`config.mk`:
```
export PLATFORM = sky130hd
export DESIGN_NAME = mult_accumulator
export DESIGN_NICKNAME = d
export VERILOG_FILES = /design/src/rtl/mult_acc_pkg.sv /design/src/rtl/mult_acc_sat_add.sv /design/src/rtl/mult_accumulator.sv
export SDC_FILE = /design/constraint.sdc
export NUM_CORES = 1
export LEC_CHECK = 0
export CAP_MARGIN = 30
export CORE_MARGIN = 4
export CORE_UTILIZATION = 50
export CTS_CLUSTER_DIAMETER = 120
export CTS_CLUSTER_SIZE = 20
export DETAILED_ROUTE_END_ITERATION = 8
export HOLD_SLACK_MARGIN = 0.05
export MAX_ROUTING_LAYER = met4
export PLACE_DENSITY = 0.79
export REMOVE_ABC_BUFFERS = 1
export SKIP_CTS_REPAIR_TIMING = 1
export SLEW_MARGIN = 40
export SYNTH_ARGS = -nofsm -noshare
export SYNTH_HDL_FRONTEND = slang
export SYNTH_HIERARCHICAL = 1
export SYNTH_SLANG_ARGS = --single-unit
```
`constraint.sdc`:
```
create_clock -name clk -period 2.6 [get_ports clk]
set_clock_uncertainty 0.05 [all_clocks]
set_input_delay 0.65 -clock clk [delete_from_list [all_inputs] [get_ports clk]]
set_output_delay 0.65 -clock clk [all_outputs]
set_load 0.01 [all_outputs]
```
`src/rtl/mult_acc_pkg.sv`:
```
// Shared widths, FSM state type and saturation limits for the product accumulator.
package mult_acc_pkg;

  localparam int PROD_W_DEF = 32;
  localparam int ACC_W_DEF  = 40;

  typedef enum logic {ST_IDLE, ST_ACCUM} state_e;

  // Limits are returned wide; callers truncate to w bits. The low w bits of
  // 1<<(w-1) are exactly the two's-complement pattern of -2^(w-1).
  function automatic logic [127:0] acc_max(input int w);
    acc_max = (128'd1 << (w - 1)) - 128'd1;
  endfunction

  function automatic logic [127:0] acc_min(input int w);
    acc_min = 128'd1 << (w - 1);
  endfunction

endpackage

```
`src/rtl/mult_acc_sat_add.sv`:
```
// Combinational ACC_W adder: acc + sign-extended product, wrapping or saturating
// depending on MULT_ACC_SATURATE_EN.
module mult_acc_sat_add
  import mult_acc_pkg::*;
#(
  parameter int PROD_W = PROD_W_DEF,
  parameter int ACC_W  = ACC_W_DEF
) (
  input  logic [ACC_W-1:0]  acc,
  input  logic [PROD_W-1:0] prod,
  output logic [ACC_W-1:0]  sum,
  output logic              ovf
);

  logic [ACC_W-1:0] prod_ext;
  logic [ACC_W-1:0] raw;

  // Replication count is at least 1, so ACC_W == PROD_W needs no special case.
  assign prod_ext = {{(ACC_W-PROD_W+1){prod[PROD_W-1]}}, prod[PROD_W-2:0]};
  assign raw      = acc + prod_ext;

`ifdef MULT_ACC_SATURATE_EN
  localparam logic [ACC_W-1:0] ACC_MAX = ACC_W'(acc_max(ACC_W));
  localparam logic [ACC_W-1:0] ACC_MIN = ACC_W'(acc_min(ACC_W));

  // Overflow only when both operands share a sign and the result flips it.
  always_comb begin
    ovf = (acc[ACC_W-1] == prod_ext[ACC_W-1]) && (raw[ACC_W-1] != acc[ACC_W-1]);
    sum = raw;
    if (ovf) sum = acc[ACC_W-1] ? ACC_MIN : ACC_MAX;
  end
`else
  assign sum = raw;
  assign ovf = 1'b0;
`endif

endmodule

```
`src/rtl/mult_accumulator.sv`:
```
// Accumulates LEN signed products into a wide sum and hands each result off via
// valid/ready. Build with MULT_ACC_SATURATE_EN for saturating adds and overflow flag.
module mult_accumulator
  import mult_acc_pkg::*;
#(
  parameter int PROD_W = PROD_W_DEF,
  parameter int ACC_W  = ACC_W_DEF,
  parameter int LEN    = 8,
  parameter int CNT_W  = 8
) (
  input  logic              clk,
  input  logic              rst_n,
  input  logic              prod_valid,
  input  logic [PROD_W-1:0] prod,
  input  logic              clear,
  output logic [ACC_W-1:0]  acc_out,
  output logic              acc_valid,
  input  logic              acc_ready,
  output logic              busy,
  output logic              overrun,
  output logic              overflow
);

  localparam logic [CNT_W-1:0] CNT_LAST = CNT_W'(LEN - 1);

  state_e            state_q, state_d;
  logic [CNT_W-1:0]  cnt_q, cnt_d;
  logic [ACC_W-1:0]  acc_q, acc_d;
  logic [ACC_W-1:0]  acc_out_q, acc_out_d;
  logic              acc_valid_q, acc_valid_d;
  logic              overrun_q, overrun_d;
  logic              overflow_q, overflow_d;
  logic [ACC_W-1:0]  sum;
  logic              add_ovf;

  mult_acc_sat_add #(
    .PROD_W (PROD_W),
    .ACC_W  (ACC_W)
  ) u_add (
    .acc  (acc_q),
    .prod (prod),
    .sum  (sum),
    .ovf  (add_ovf)
  );

  always_comb begin
    state_d     = state_q;
    cnt_d       = cnt_q;
    acc_d       = acc_q;
    acc_out_d   = acc_out_q;
    acc_valid_d = acc_valid_q;
    overrun_d   = overrun_q;
    overflow_d  = overflow_q;

    if (acc_valid_q && acc_ready) acc_valid_d = 1'b0;

    if (clear) begin
      state_d     = ST_IDLE;
      cnt_d       = '0;
      acc_d       = '0;
      acc_out_d   = '0;
      acc_valid_d = 1'b0;
      overrun_d   = 1'b0;
      overflow_d  = 1'b0;
    end else if (prod_valid) begin
      overflow_d = overflow_q | add_ovf;
      case (state_q)
        ST_IDLE: begin
          state_d = ST_ACCUM;
          cnt_d   = CNT_W'(1);
          acc_d   = sum;
        end
        ST_ACCUM: begin
          if (cnt_q == CNT_LAST) begin
            // A completion that lands on a handshake edge is not an overrun.
            overrun_d   = overrun_q | (acc_valid_q & ~acc_ready);
            acc_out_d   = sum;
            acc_valid_d = 1'b1;
            acc_d       = '0;
            cnt_d       = '0;
            state_d     = ST_IDLE;
          end else begin
            cnt_d = cnt_q + 1'b1;
            acc_d = sum;
          end
        end
        default: state_d = ST_IDLE;
      endcase
    end
  end

  always_ff @(posedge clk or negedge rst_n) begin
    if (!rst_n) begin
      state_q     <= ST_IDLE;
      cnt_q       <= '0;
      acc_q       <= '0;
      acc_out_q   <= '0;
      acc_valid_q <= 1'b0;
      overrun_q   <= 1'b0;
      overflow_q  <= 1'b0;
    end else begin
      state_q     <= state_d;
      cnt_q       <= cnt_d;
      acc_q       <= acc_d;
      acc_out_q   <= acc_out_d;
      acc_valid_q <= acc_valid_d;
      overrun_q   <= overrun_d;
      overflow_q  <= overflow_d;
    end
  end

  assign acc_out   = acc_out_q;
  assign acc_valid = acc_valid_q;
  assign busy      = (cnt_q != '0);
  assign overrun   = overrun_q;
  assign overflow  = overflow_q;

endmodule

```
* Word-level counts from Yosys, hierarchy flattened *
Index checks and enable logic that the tools add are counted.

word-level totals
  word-level logic and storage cells = 44
  input bits = 37
  output and inout bits = 44
  bits in registers = 91

cells by class
  reduce and logical (&&, ||, !) cells = 6
  $add $sub $neg = 2
  bitwise gates (word level) = 4
  multiplexer cells = 25
  equal/unequal tests = 1

operators by type and width
  operator                                                         number
  40-bit two-way mux                                               7
  40-bit case mux with 2 select lines                              1
  40-bit adder                                                     1
  8-bit two-way mux                                                3
  8-bit case mux with 2 select lines                               1
  1-bit two-way mux                                                12
  8-bit by 1-bit adder with 8-bit output, second input constant    1
  8-bit by 3-bit == test with 1-bit output, second input constant  1
  8-bit nonzero test                                               1
  2-bit nonzero test                                               3
  3-bit AND reduction                                              1
  1-bit inverter                                                   2
  1-bit case mux with 2 select lines                               1
  1-bit AND                                                        1
  1-bit logical AND                                                1
  1-bit OR                                                         1

* Depth between registers and ports, before layout *
  depth after elaboration = 7
  depth in mapped cells = 11
  mapped depth without buffers = 11

* Modules after synthesis *
The synthesis kept the hierarchy.

modules (own cells, without submodules)
  module            instances  area an instance (µm²)  cells an instance  seq. area each (µm²)
  mult_accumulator  1          3,567.2                 253                2,302.2
  mult_acc_sat_add  1          2,220.9                 301                0.0

* Worst setup path after synthesis *
OpenSTA, ideal clock, no wires.

  path kind = input port to flip-flop
  start = in prod[0]
  end = reg acc_out_q[38] (netlist: acc_out[38])
  path buffers = 0
  arrival time = 2.861 ns
  library setup time = 0.121 ns
  required time = 2.429 ns
  stages = 11
  setup slack = -0.432 ns
  path through = ha_1 > fa_1 > a211oi_2 > o21ai_4 > nand3_2 > a31o_2 > o21ai_2 > a2111oi_2 > o31ai_2 > xor2_1 > a22o_1

on the way
  word-level cells in the longest chain between the ends = 5

RTL lines
  what                    RTL line                 text
  start: declaration      mult_accumulator.sv:14   input logic [PROD_W-1:0] prod,
  40-bit adder            mult_acc_sat_add.sv:20   assign raw = acc + prod_ext;
  named net sum[38]       mult_accumulator.sv:33   logic [ACC_W-1:0] sum;
  40-bit two-way mux      mult_accumulator.sv:74   if (cnt_q == CNT_LAST) begin
  40-bit two-way mux      mult_accumulator.sv:67   case (state_q)
  40-bit two-way mux      mult_accumulator.sv:65   end else if (prod_valid) begin
  40-bit two-way mux      mult_accumulator.sv:57   if (clear) begin
  end signal: assignment  mult_accumulator.sv:105  acc_out_q <= acc_out_d;
  end: declaration        mult_accumulator.sv:29   logic [ACC_W-1:0] acc_out_q, acc_out_d;

The timed path passes the listed nets, and every way through them passes these cells. The select of a mux whose other input is x is not followed.
A chain may end at the register's enable or synchronous reset.

* Final worst setup path *
  start = reg acc_q[0]
  end = reg acc_out_q[30] (netlist: acc_out[30])

on the way
  word-level cells in the longest chain between the ends = 5

RTL lines
  what                      RTL line                 text
  start: declaration        mult_accumulator.sv:28   logic [ACC_W-1:0] acc_q, acc_d;
  start signal: assignment  mult_accumulator.sv:96   acc_q <= '0;
  start signal: assignment  mult_accumulator.sv:104  acc_q <= acc_d;
  40-bit adder              mult_acc_sat_add.sv:20
  named net sum[30]         mult_accumulator.sv:33
  40-bit two-way mux        mult_accumulator.sv:74
  40-bit two-way mux        mult_accumulator.sv:67
  40-bit two-way mux        mult_accumulator.sv:65
  40-bit two-way mux        mult_accumulator.sv:57

The timed path passes the listed nets, and every way through them passes these cells. The select of a mux whose other input is x is not followed.

==> qor.csv <==
metric,value,unit
outcome,finished with violations,
failing checks,setup timing,
Clock Tree Buf Depth,2,
area taken by flip-flops and latches,2300,µm²
PwrDens,643,nW/µm²
f_max,345,MHz
# rows,39,
worst-case reg-to-reg path depth,11,
number of hold violations in the final report,0,
ANT cells,0,
vias per cell,6.25,
cells after synthesis,554,
multi-input gate area in the final layout,3900,µm²
"Slew Viols, Final",0,
Setup crit end kind,register,
CP required,2.80,ns
min Tclk post-route,2.90,ns
Synth Flop Type,dfrtp_1,
Synth area leaders,"dfrtp_1 40%, ha_1 9.1%, a22o_1 8.2%",
final design utilization,75.9,%
CTS Sinks,92,
Worst-Skew Late Latency,0.36,ns
Final setup viols,20,
flop-to-flop setup slack,-0.30,ns
Layout area overhead,49.0,%
Sw Share,33.9,%
"Warnings, synthesis",6,
final period utilization,112,%
Relative slew margins,56.1,%
routed length on met1,7420,µm
met3 routed wirelength,962,µm
top cell type's share of synthesized area,39.8,%
Crit-path slowest cell,fa_2,
CTS Buf Count,9,
Leak,4.11,nW
CP max FO,3,
CP startpoint kind,register,
Die ar.,13400,µm²
Worst-path clk slew,0.07,ns
layout cells sized above 1,36.6,%
post-synthesis async set-or-reset flop share,100,%
Starting Density,50.9,%
CP Cell Sequence,ha_2 -> fa_2 -> a211oi_4 -> o21ai_4 -> nand3_2 -> a31o_4 -> o21ai_4 -> a2111oi_4 -> or2_1 -> xnor2_2 -> a22o_2,
WL met2,9160,µm
Comb power frac,41.8,%
Hold Crit Class,input port to asynchronous set/reset pin,
Max VDD drop,0.000384,V
"area leader, netlist",dfrtp_1,
CTS H-tree lvls,3,
cell area after synthesis,5790,µm²
Post-route DRC,0,
pre-CTS setup slack,-1.02,ns
Die Ht,116,µm
top sig layer,met4,
I/O Pins,81,
number of global-route vias before repair,5545,
post-synthesis register bit count,92,
Synth top cells by count,"92 x dfrtp_1, 54 x a22o_1, 50 x a21oi_1",
Syn Area/Cell,10.4,µm²
initial antenna violation count,0,
Chip Width,116,µm
Setup CP Type,register to register,
Net Switching,0.00188,W
post-synthesis sequential area ratio,39.8,%
Total Routing Usage GR,25.6,%
Critical Path Most Common Cell,o21ai_4,
Synth cell types,79,
Core Box Area,11400,µm²
Fill cells,700,
worst setup margin,-0.301,ns
number of port buffers,80,
max-cap violation count,0,
via count,5552,
Final #Nets,820,
number of synthesized flops with an enable pin,0,
Initial DRC Count,416,
largest net degree at the start of global routing,43,
clock power share,28.6,%
Detail Placement HPWL,11400,µm
Internal,0.00367,W
final WL,18200,µm
cell chosen for the clock root,clkbuf_16,
"slowest stage delay, CP",0.41,ns
Detailed Routing Iterations Pass 1,5,
"count leader, synth",dfrtp_1,
sequential power share,29.6,%
RSZ-0062 raised after global routing,true,
routed len/inst,20.5,µm
first-pass GRT wire length,26500,µm
total gr overflow,0,
Final GP Congestion,0.861,
Least-Margin Pin Slew,0.650,ns
ANT nets after route,0,
TritonCTS clock tree,done,
worst path arrival time,3.10,ns
logic make-up (layout without fill, tap and decap cells):
logic type / Yosys count / in the layout / synth area share (%)
DFF: 92 / 92 / 39.8
muxes: 2 / 2 / 0.367
adders and majority gates: 43 / 43 / 9.42
other: 1 / 1 / 0.0648
AOI/OAI and AO/OA: 216 / 216 / 28.9
buffers and inverters: 42 / 233 / 4.22
xor gates and xnor gates: 36 / 36 / 5.45
and+or+nand+nor: 122 / 122 / 11.8
state kept, by name (all words and copies together), names as in the netlist:
name and count:
overrun 1, acc_q 40, acc_out 40, cnt_q 8, state_q 1, overflow 1
acc_valid 1
per-stage QoR:
stage	TNS (ns)	instance area [µm²]	hold WS, ns	instances	power, W
after floorplan	-14.21	5590	0.304	525	0.00271
after global placement	-41.78	7480	0.426	862	0.00341
after detailed placement	-43.52	7510	0.431	864	0.00348
after CTS	-19.20	7860	0.226	880	0.00507
after global routing	-4.24	8630	0.263	888	0.00577
final	-2.32	8630	0.218	888	0.00555
worst paths after layout:
| kind | from | end |
|---|---|---|
| setup / recovery | acc_q[0] | acc_out[30] |
| hold / removal | rst_n | acc_out[39] |
| setup reg to reg | acc_q[0] | acc_out[30] |
| hold reg to reg | acc_out[37] | acc_out[37] |
| max in group asynchronous | rst_n | acc_out[20] |
| min in group clk | acc_out[37] | acc_out[37] |
metal layers:
| layer | global-route usage [%] | vias to the layer above |
|---|---|---|
| met1 | 30.6 | 2762 |
| met4 | 10.8 | 0 |
| met5 | - | - |
| li1 | - | 2466 |
| met3 | 4.28 | 75 |
| met2 | 42.8 | 249 |
layout by cell type (no fill, tap or decap), drive strengths merged, types with 9 or more instances in the layout:
| cell type | count |
|---|---|
| nor3 | 9 |
| nand3 | 12 |
| nand2 | 38 |
| clkbuf | 12 |
| o21ai | 24 |
| xnor2 | 25 |
| xor2 | 11 |
| clkdlybuf4s50 | 48 |
| dfrtp | 92 |
| a22o | 81 |
| a21o | 14 |
| dlymetal6s2s | 28 |
| inv | 15 |
| buf | 126 |
| nor2 | 25 |
| ha | 42 |
| a21oi | 53 |
worst max-delay path, delay by kind of cell (launching register included):
family,cells,cell delay (ns)
XOR/XNOR,1,0.10
flip-flops,1,0.39
AO/OA/AOI/OAI,6,1.25
AND/OR/NAND/NOR,2,0.36
adder cells (fa/ha/maj),2,0.62
power by group through the flow:
stage,clock network [W],logic [W],registers (W)
final,0.00159,0.00232,0.00164
after global routing,0.00165,0.00247,0.00165
after CTS,0.00160,0.00187,0.00160
after detailed placement,0,0.00185,0.00163
after global placement,0,0.00178,0.00162
after floorplan,0,0.00110,0.00161
layout make-up:
type	count	share of cell area [%]
multi-input combinational	420	45.2
sequential	92	26.7
timing repair buffer	204	21.3
clock buffer	10	2.77
tap	143	2.07
clock inverter	6	1.35
inverter	13	0.566
(Power assumes the default switching activity.)
